## src/rtl/cpu_pkg.sv

```systemverilog
// ---------------------------------------------------------------------------
// cpu_pkg -- constants shared by the fetch stage and its instruction memory.
//   INSTR_W            : instruction word width in bits
//   NOP_INSTR          : bubble inserted into IF/ID when nothing valid is fetched
//   DEFAULT_IMEM_DEPTH : default instruction memory depth in words
// ---------------------------------------------------------------------------
package cpu_pkg;
    localparam int INSTR_W            = 32;
    localparam int DEFAULT_IMEM_DEPTH = 64;

    typedef logic [INSTR_W-1:0] instr_t;

    localparam instr_t NOP_INSTR = 32'h0000_0000;
endpackage

```

## src/rtl/instr_mem.sv

```systemverilog
// ---------------------------------------------------------------------------
// instr_mem -- instruction word storage, one synchronous write port and one
// asynchronous (combinational) read port. Contents are never reset.
// Ports:
//   clk    in   clock; writes commit on the rising edge
//   we     in   write enable
//   waddr  in   write word address
//   wdata  in   write data
//   raddr  in   read word address
//   rdata  out  read data, combinational from raddr
// ---------------------------------------------------------------------------
module instr_mem
    import cpu_pkg::*;
#(
    parameter int DEPTH = DEFAULT_IMEM_DEPTH,
    parameter int AW    = $clog2(DEPTH)
) (
    input  logic          clk,
    input  logic          we,
    input  logic [AW-1:0] waddr,
    input  instr_t        wdata,
    input  logic [AW-1:0] raddr,
    output instr_t        rdata
);

    instr_t mem [DEPTH];

    always_ff @(posedge clk) begin
        if (we) begin
            mem[waddr] <= wdata;
        end
    end

    assign rdata = mem[raddr];

endmodule

```

## src/rtl/instr_fetch_stage.sv

```systemverilog
// ---------------------------------------------------------------------------
// instr_fetch_stage -- program loader plus PC / IF/ID register of a simple
// in-order pipeline.
// Ports:
//   clk              in   clock
//   Reset            in   synchronous active-high reset (PC, IF/ID, load pointer)
//   LoadInstructions in   load mode: Instruction is written at the load pointer
//   Instruction      in   word to load
//   stall            in   hold PC and IF/ID
//   branch_taken     in   redirect PC to branch_target and flush IF/ID
//   branch_target    in   redirect byte address (low two bits ignored)
//   if_id_instr      out  registered instruction for decode
//   if_id_pc_plus4   out  registered PC+4 of that instruction
//   if_id_valid      out  if_id_instr is a real fetched instruction
//   prog_len         out  number of words loaded
//   imem_full        out  load pointer has reached IMEM_DEPTH
//   fetch_count      out  saturating count of valid fetches    (IF_PERF_COUNT_EN)
//   stall_count      out  saturating count of stall cycles     (IF_PERF_COUNT_EN)
// Build option: define IF_PERF_COUNT_EN to add the two performance counters.
// ---------------------------------------------------------------------------
module instr_fetch_stage
    import cpu_pkg::*;
#(
    parameter int IMEM_DEPTH = DEFAULT_IMEM_DEPTH
) (
    input  logic                       clk,
    input  logic                       Reset,
    input  logic                       LoadInstructions,
    input  logic [INSTR_W-1:0]         Instruction,
    input  logic                       stall,
    input  logic                       branch_taken,
    input  logic [31:0]                branch_target,
    output logic [INSTR_W-1:0]         if_id_instr,
    output logic [31:0]                if_id_pc_plus4,
    output logic                       if_id_valid,
    output logic [$clog2(IMEM_DEPTH):0] prog_len,
`ifdef IF_PERF_COUNT_EN
    output logic [31:0]                fetch_count,
    output logic [31:0]                stall_count,
`endif
    output logic                       imem_full
);

    localparam int          AW        = $clog2(IMEM_DEPTH);
    localparam logic [AW:0] DEPTH_CNT = IMEM_DEPTH[AW:0];
    localparam logic [AW:0] PTR_ONE   = 1;

    logic [31:0]  pc_q, pc_d;
    instr_t       if_id_instr_q, if_id_instr_d;
    logic [31:0]  if_id_pc_plus4_q, if_id_pc_plus4_d;
    logic         if_id_valid_q, if_id_valid_d;
    logic [AW:0]  ld_ptr_q, ld_ptr_d;
    // prog_len and imem_full are outside Reset so a loaded program survives it;
    // they still need a defined power-up value.
    logic [AW:0]  prog_len_q = '0;
    logic [AW:0]  prog_len_d;
    logic         imem_full_q = 1'b0;
    logic         imem_full_d;

    logic         mem_we;
    instr_t       mem_rdata;
    logic         fetch_ok;
    logic         fetch_fire;

    instr_mem #(
        .DEPTH (IMEM_DEPTH),
        .AW    (AW)
    ) u_imem (
        .clk   (clk),
        .we    (mem_we),
        .waddr (ld_ptr_q[AW-1:0]),
        .wdata (Instruction),
        .raddr (pc_q[AW+1:2]),
        .rdata (mem_rdata)
    );

    // Word index compared at full width: a PC far beyond the memory must halt,
    // not alias back into it.
    assign fetch_ok = ({2'b00, pc_q[31:2]} < {{(31-AW){1'b0}}, prog_len_q});

    always_comb begin
        pc_d             = pc_q;
        if_id_instr_d    = if_id_instr_q;
        if_id_pc_plus4_d = if_id_pc_plus4_q;
        if_id_valid_d    = if_id_valid_q;
        ld_ptr_d         = ld_ptr_q;
        prog_len_d       = prog_len_q;
        imem_full_d      = imem_full_q;
        mem_we           = 1'b0;
        fetch_fire       = 1'b0;

        if (Reset) begin
            pc_d             = '0;
            if_id_instr_d    = NOP_INSTR;
            if_id_pc_plus4_d = '0;
            if_id_valid_d    = 1'b0;
            ld_ptr_d         = '0;
        end else if (LoadInstructions) begin
            pc_d             = '0;
            if_id_instr_d    = NOP_INSTR;
            if_id_pc_plus4_d = '0;
            if_id_valid_d    = 1'b0;
            // Depth is a power of two, so the pointer MSB alone means "full".
            if (!ld_ptr_q[AW]) begin
                mem_we      = 1'b1;
                ld_ptr_d    = ld_ptr_q + PTR_ONE;
                prog_len_d  = ld_ptr_q + PTR_ONE;
                imem_full_d = ((ld_ptr_q + PTR_ONE) == DEPTH_CNT);
            end else begin
                imem_full_d = 1'b1;
            end
        end else begin
            // Any low cycle re-arms the loader so the next burst starts at 0.
            ld_ptr_d = '0;
            if (branch_taken) begin
                pc_d          = branch_target & 32'hFFFF_FFFC;
                if_id_instr_d = NOP_INSTR;
                if_id_valid_d = 1'b0;
            end else if (stall) begin
                pc_d = pc_q;
            end else if (fetch_ok) begin
                fetch_fire       = 1'b1;
                if_id_instr_d    = mem_rdata;
                if_id_pc_plus4_d = pc_q + 32'd4;
                if_id_valid_d    = 1'b1;
                pc_d             = pc_q + 32'd4;
            end else begin
                if_id_instr_d = NOP_INSTR;
                if_id_valid_d = 1'b0;
            end
        end
    end

    always_ff @(posedge clk) begin
        pc_q             <= pc_d;
        if_id_instr_q    <= if_id_instr_d;
        if_id_pc_plus4_q <= if_id_pc_plus4_d;
        if_id_valid_q    <= if_id_valid_d;
        ld_ptr_q         <= ld_ptr_d;
        prog_len_q       <= prog_len_d;
        imem_full_q      <= imem_full_d;
    end

    assign if_id_instr    = if_id_instr_q;
    assign if_id_pc_plus4 = if_id_pc_plus4_q;
    assign if_id_valid    = if_id_valid_q;
    assign prog_len       = prog_len_q;
    assign imem_full      = imem_full_q;

`ifdef IF_PERF_COUNT_EN
    logic [31:0] fetch_count_q, fetch_count_d;
    logic [31:0] stall_count_q, stall_count_d;

    always_comb begin
        fetch_count_d = fetch_count_q;
        stall_count_d = stall_count_q;
        if (Reset) begin
            fetch_count_d = '0;
            stall_count_d = '0;
        end else begin
            if (fetch_fire && (fetch_count_q != 32'hFFFF_FFFF)) begin
                fetch_count_d = fetch_count_q + 32'd1;
            end
            if (stall && !branch_taken && (stall_count_q != 32'hFFFF_FFFF)) begin
                stall_count_d = stall_count_q + 32'd1;
            end
        end
    end

    always_ff @(posedge clk) begin
        fetch_count_q <= fetch_count_d;
        stall_count_q <= stall_count_d;
    end

    assign fetch_count = fetch_count_q;
    assign stall_count = stall_count_q;
`endif

endmodule

```

## config.mk

```make
export PLATFORM = sky130hd
export DESIGN_NAME = instr_fetch_stage
export DESIGN_NICKNAME = d
export VERILOG_FILES = /design/src/rtl/cpu_pkg.sv /design/src/rtl/instr_mem.sv /design/src/rtl/instr_fetch_stage.sv
export SDC_FILE = /design/constraint.sdc
export NUM_CORES = 2
export LEC_CHECK = 0
export ABC_AREA = 0
export CAP_MARGIN = 10
export CORE_MARGIN = 1.5
export CORE_UTILIZATION = 56
export DETAILED_ROUTE_END_ITERATION = 6
export GPL_ROUTABILITY_DRIVEN = 1
export GPL_TIMING_DRIVEN = 0
export PLACE_DENSITY = 0.81
export SLEW_MARGIN = 10
export SYNTH_ARGS = -nofsm -noshare
export SYNTH_HDL_FRONTEND = slang
export SYNTH_HIERARCHICAL = 1
export SYNTH_SLANG_ARGS = --single-unit
```

## constraint.sdc

```tcl
create_clock -name clk -period 4.2 [get_ports clk]
set_input_delay 0.84 -clock clk [delete_from_list [all_inputs] [get_ports clk]]
set_output_delay 0.84 -clock clk [all_outputs]
set_load 0.02 [all_outputs]
```

==> run summary <==
Along the worst path, the maximum fanout reaches 10. The area fraction in compound gates after synthesis is 0.0221. The end point of the critical path was if_id_instr[7]. The relative max-transition margin was 0.0514; the largest net degree at the start of global routing was 65. Using the TritonRoute via totals, the vias-per-cell ratio works out to 7.35.

The fraction of final layout cells sized beyond drive strength 1 came out at 0.276. The logs give 0.563 for the effective utilization at floorplan and 0.993 for the placer congestion estimate. In this run, synthesis produced a sequential element count of 2156. Max-cap violations in this run came to 0. The number of warnings issued by yosys was 6; the port buffer count was 136.

The most used flip-flop cell after synthesis is sky130_fd_sc_hd__edfxtp_1. The routed layout has 45.8k vias. The area growth from synthesis to layout is 15.6%. The count of final hold-check violations was 0. The first global-routing pass estimated 355 mm of wire. The cell sitting at the root of the clock tree is a sky130_fd_sc_hd__clkbuf_16. The tools report the portion of the post-synthesis area used by sequential elements as 0.777. Setup repair after global routing could not meet its margin everywhere. The signal on the critical path passes through buf_2 > buf_2 > clkbuf_2 > mux4_2 > mux4_2 > o22ai_1 > nor2_1 > a22oi_1 > nor2_1. The post-route non-filler standard cell count is 6231, and the total power per unit cell area is 461 nW/µm². The adder-cell share of the synthesized area was 0.00137. The fraction of the mapped netlist area in simple logic gates was 0.0203.

The number of endpoints failing setup at the final stage was 22. The clock passes through at most 3 buffers. The tree built by TritonCTS fans out to 2156 sinks.

The placed wire-length estimate after detailed placement was 156 mm. The worst hold-check path type is in -> reg. The later pin in the worst-skew pair is clocked with a latency of 850 ps. For the number of nets still failing antenna checks after routing, the log shows 0.

For the TritonCTS buffer count, the log shows 201. The vertical die dimension was 386 µm; the wire length per cell was 42.0 µm. The number of global-route vias before repair is 45.1k, and the xor and xnor area share after synthesis is 0.00203. The synthesized netlist occupies a cell area of 82000 µm². sky130_fd_sc_hd__edfxtp_1 takes more of the synthesized area than any other cell.

142 I/O pins were placed. The proportion of synthesized flip-flops having asynchronous set or reset is 0. The critical path in this run is classified as reg -> reg. The worst-case IR drop observed on VDD is 0.591 mV. For the cell count after placement, the log shows 5852.

The element type at the critical path end is a flip-flop. Summed over all cells, the static leakage comes to 29.0 nW. In the final design database the tool counted 4218 nets. The portion of the clock cycle consumed by the worst path in the final layout was 1.06; the cell count of the worst hold path was 1. TritonCTS built the clock tree. The number of distinct library cell variants in the gate-level netlist after synthesis was 51.

The final total negative setup slack came out at -3070 ps. The sum of buffers and inverters on the critical path came out at 3. The worst path required time came out at 4920 ps.

STA classifies the critical path startpoint as a flip-flop. For the die area, the log shows 149000 µm². The proportion of netlist area held by the largest area contributor was 0.753. The flow ran to the end, but the final reports show violations.

The width of the die is 386 µm. The sum of overflow across all layers after global routing is 0, and the actual slew at the worst max-slew pin is 1420 ps. The tools report the overall fraction of global-route tracks in use as 0.355.

The post-CTS clock slew at the launch and capture registers of the worst setup and hold paths was 70 ps; the number of placement rows was 140. For the total routed wirelength, the log shows 261 mm. After technology mapping, the gate count stands at 3694. In this run the critical register-to-register path is captured at if_id_instr[7]. After synthesis, the cell types taking the most area are sky130_fd_sc_hd__edfxtp_1 75%, sky130_fd_sc_hd__mux4_2 15%, sky130_fd_sc_hd__dfxtp_1 2.4%.

On the final layout, the worst clock skew is 41.5 ps. Standard cell with the maximum stage delay on the critical path: sky130_fd_sc_hd__o22ai_1. For this run, design rule violations remaining after detail routing come to 271. Setup slack on the worst reg-to-reg path comes out at -260 ps.

The initial antenna violation count came out at 17. After synthesis, the largest family of logic cells by area is multiplexers. The final reports fail on design-rule violations, negative setup slack. Area of the core region: 146000 µm². The first-pass iteration count of the detailed router was 7; the mean instance size in the synthesized netlist was 22.2 µm². The max-slew violation count was 0; the DRC marker count from the first detailed-route iteration was 9973. The number of enable flip-flop cells after synthesis is 2056. Source of the worst register-to-register timing path: pc_q[3]. The critical path crosses 9 cells after its start point.

The run gives 4 as the level count of the clock H-tree. The critical path's largest stage delay is 710 ps. The total power draw was 43.7 mW.

On the critical path the largest part of the delay comes from buffers and inverters. The most critical setup path has its startpoint at pc_q[3]. The fraction of synthesized area in multiplexers was 0.164; the maximum clock frequency was 224 MHz.

The slack of the critical path is -260 ps. The number of cells on the worst reg-to-reg path is 9. The minimum clock period after layout came out at 4460 ps. Data arrives at the worst endpoint at 5180 ps.
## registers in the layout, summed over array words and instances, names as in the netlist
| signal | cells |
|---|---|
| u_imem/mem | 2048 |
| imem_full | 1 |
| if_id_pc_plus4 | 30 |
| ld_ptr_q | 7 |
| prog_len | 7 |
| if_id_valid | 1 |
| if_id_instr | 32 |
| pc_q | 30 |
## cell families (layout without fill, tap and decap cells)
group                      Yosys count  in the layout
DFF                               2156           2156
other                                1             10
muxes                              661            661
adders and majority gates            9              9
and+or+nand+nor                    361            361
buffers and inverters              223            834
AOI/OAI and AO/OA                  264            264
xor gates and xnor gates            19             19
## layout make-up
cell class	instances	area, µm²
Antenna cell	8	20.0
Buffer	208	1100
Clock buffer	264	5370
Clock inverter	105	932
Fill cell	8670	50800
Inverter	11	41.3
Multi-Input combinational cell	1316	17700
Sequential cell	2156	63700
Tap cell	1917	2400
Timing Repair Buffer	246	3440
## report_power, final
part	switching, mW	internal [mW]	leakage [nW]
clock network	8.06	9.76	3.08
logic	1.53	0.744	6.68
registers	0.0270	23.5	19.3
total	9.61	34.1	29.0
## cells in the mapped netlist (all sizes together) (7+ instances only)
master	n
ha	9
buf	118
nand3	28
and3	27
nor2	203
mux2i	117
o221ai	27
xnor2	12
nand2	31
o21ai	10
nor3	10
a21oi	70
clkbuf	94
edfxtp	2056
nand2b	10
a22oi	44
inv	11
xor2	7
o22ai	84
a311oi	8
mux4	544
nor2b	16
o31ai	7
dfxtp	100
nor4	7
## cell usage in the layout (no fill, tap or decap), types with 14 or more instances in the layout
master	Yosys	routed
sky130_fd_sc_hd__nand2_1	31	31
sky130_fd_sc_hd__clkbuf_1	94	111
sky130_fd_sc_hd__clkinv_1	0	44
sky130_fd_sc_hd__dfxtp_1	100	100
sky130_fd_sc_hd__buf_4	28	37
sky130_fd_sc_hd__buf_16	0	17
sky130_fd_sc_hd__mux2i_1	117	117
sky130_fd_sc_hd__nor2_1	203	139
sky130_fd_sc_hd__clkdlybuf4s50_1	0	104
sky130_fd_sc_hd__buf_2	60	88
sky130_fd_sc_hd__o221ai_1	27	27
sky130_fd_sc_hd__clkinv_2	0	30
sky130_fd_sc_hd__o22ai_1	84	79
sky130_fd_sc_hd__edfxtp_1	2056	2056
sky130_fd_sc_hd__mux4_2	544	544
sky130_fd_sc_hd__nand3_1	28	28
sky130_fd_sc_hd__buf_12	0	83
sky130_fd_sc_hd__a21oi_1	70	66
sky130_fd_sc_hd__clkbuf_2	0	38
sky130_fd_sc_hd__nor2_4	0	62
sky130_fd_sc_hd__clkbuf_16	0	204
sky130_fd_sc_hd__a22oi_1	44	44
sky130_fd_sc_hd__and3_1	27	27
sky130_fd_sc_hd__buf_1	23	14
sky130_fd_sc_hd__nor2b_1	16	16
## worst min-delay path by stage
stage                           start                 end  slack [ps]
floorplan                    pc_q[20]            pc_q[20]         460
finish                Instruction[26]  u_imem/mem[27][26]         410
CTS                   Instruction[26]  u_imem/mem[27][26]         370
global route          Instruction[20]  u_imem/mem[49][20]         410
global placement    if_id_pc_plus4[3]   if_id_pc_plus4[3]         450
detailed placement  if_id_pc_plus4[3]   if_id_pc_plus4[3]         460
## what timing repair did
| item | 4_1_cts | 5_1_grt |
|---|---|---|
| hold buffers | 0 | 0 |
| setup buffers | 6 | 0 |
| pin swaps | 1 | 0 |
| endpoints found under the setup margin | 26 | 23 |
| resized for setup | 33 | 49 |
## metal layers
layer / global-route usage / up-vias / share of wire
met2: 0.540 / 4886 / 0.45
met4: 0.242 / 27 / 0.085
met5: 0.0250 / - / 0.0027
li1: - / 16500 / -
met3: 0.124 / 1183 / 0.16
met1: 0.428 / 23300 / 0.30
## per-stage QoR
step,hold slack [ps],util,area [µm²],setup slack [ps]
2_1_floorplan,461,-,82000,519
3_3_place_gp,448,0.589,85800,-2570
3_5_place_dp,464,0.607,88300,-759
4_1_cts,368,0.651,94700,2.11
5_1_grt,406,0.651,94800,-33.0
6_report,413,0.651,94800,-260
(Power assumes the default switching activity.)
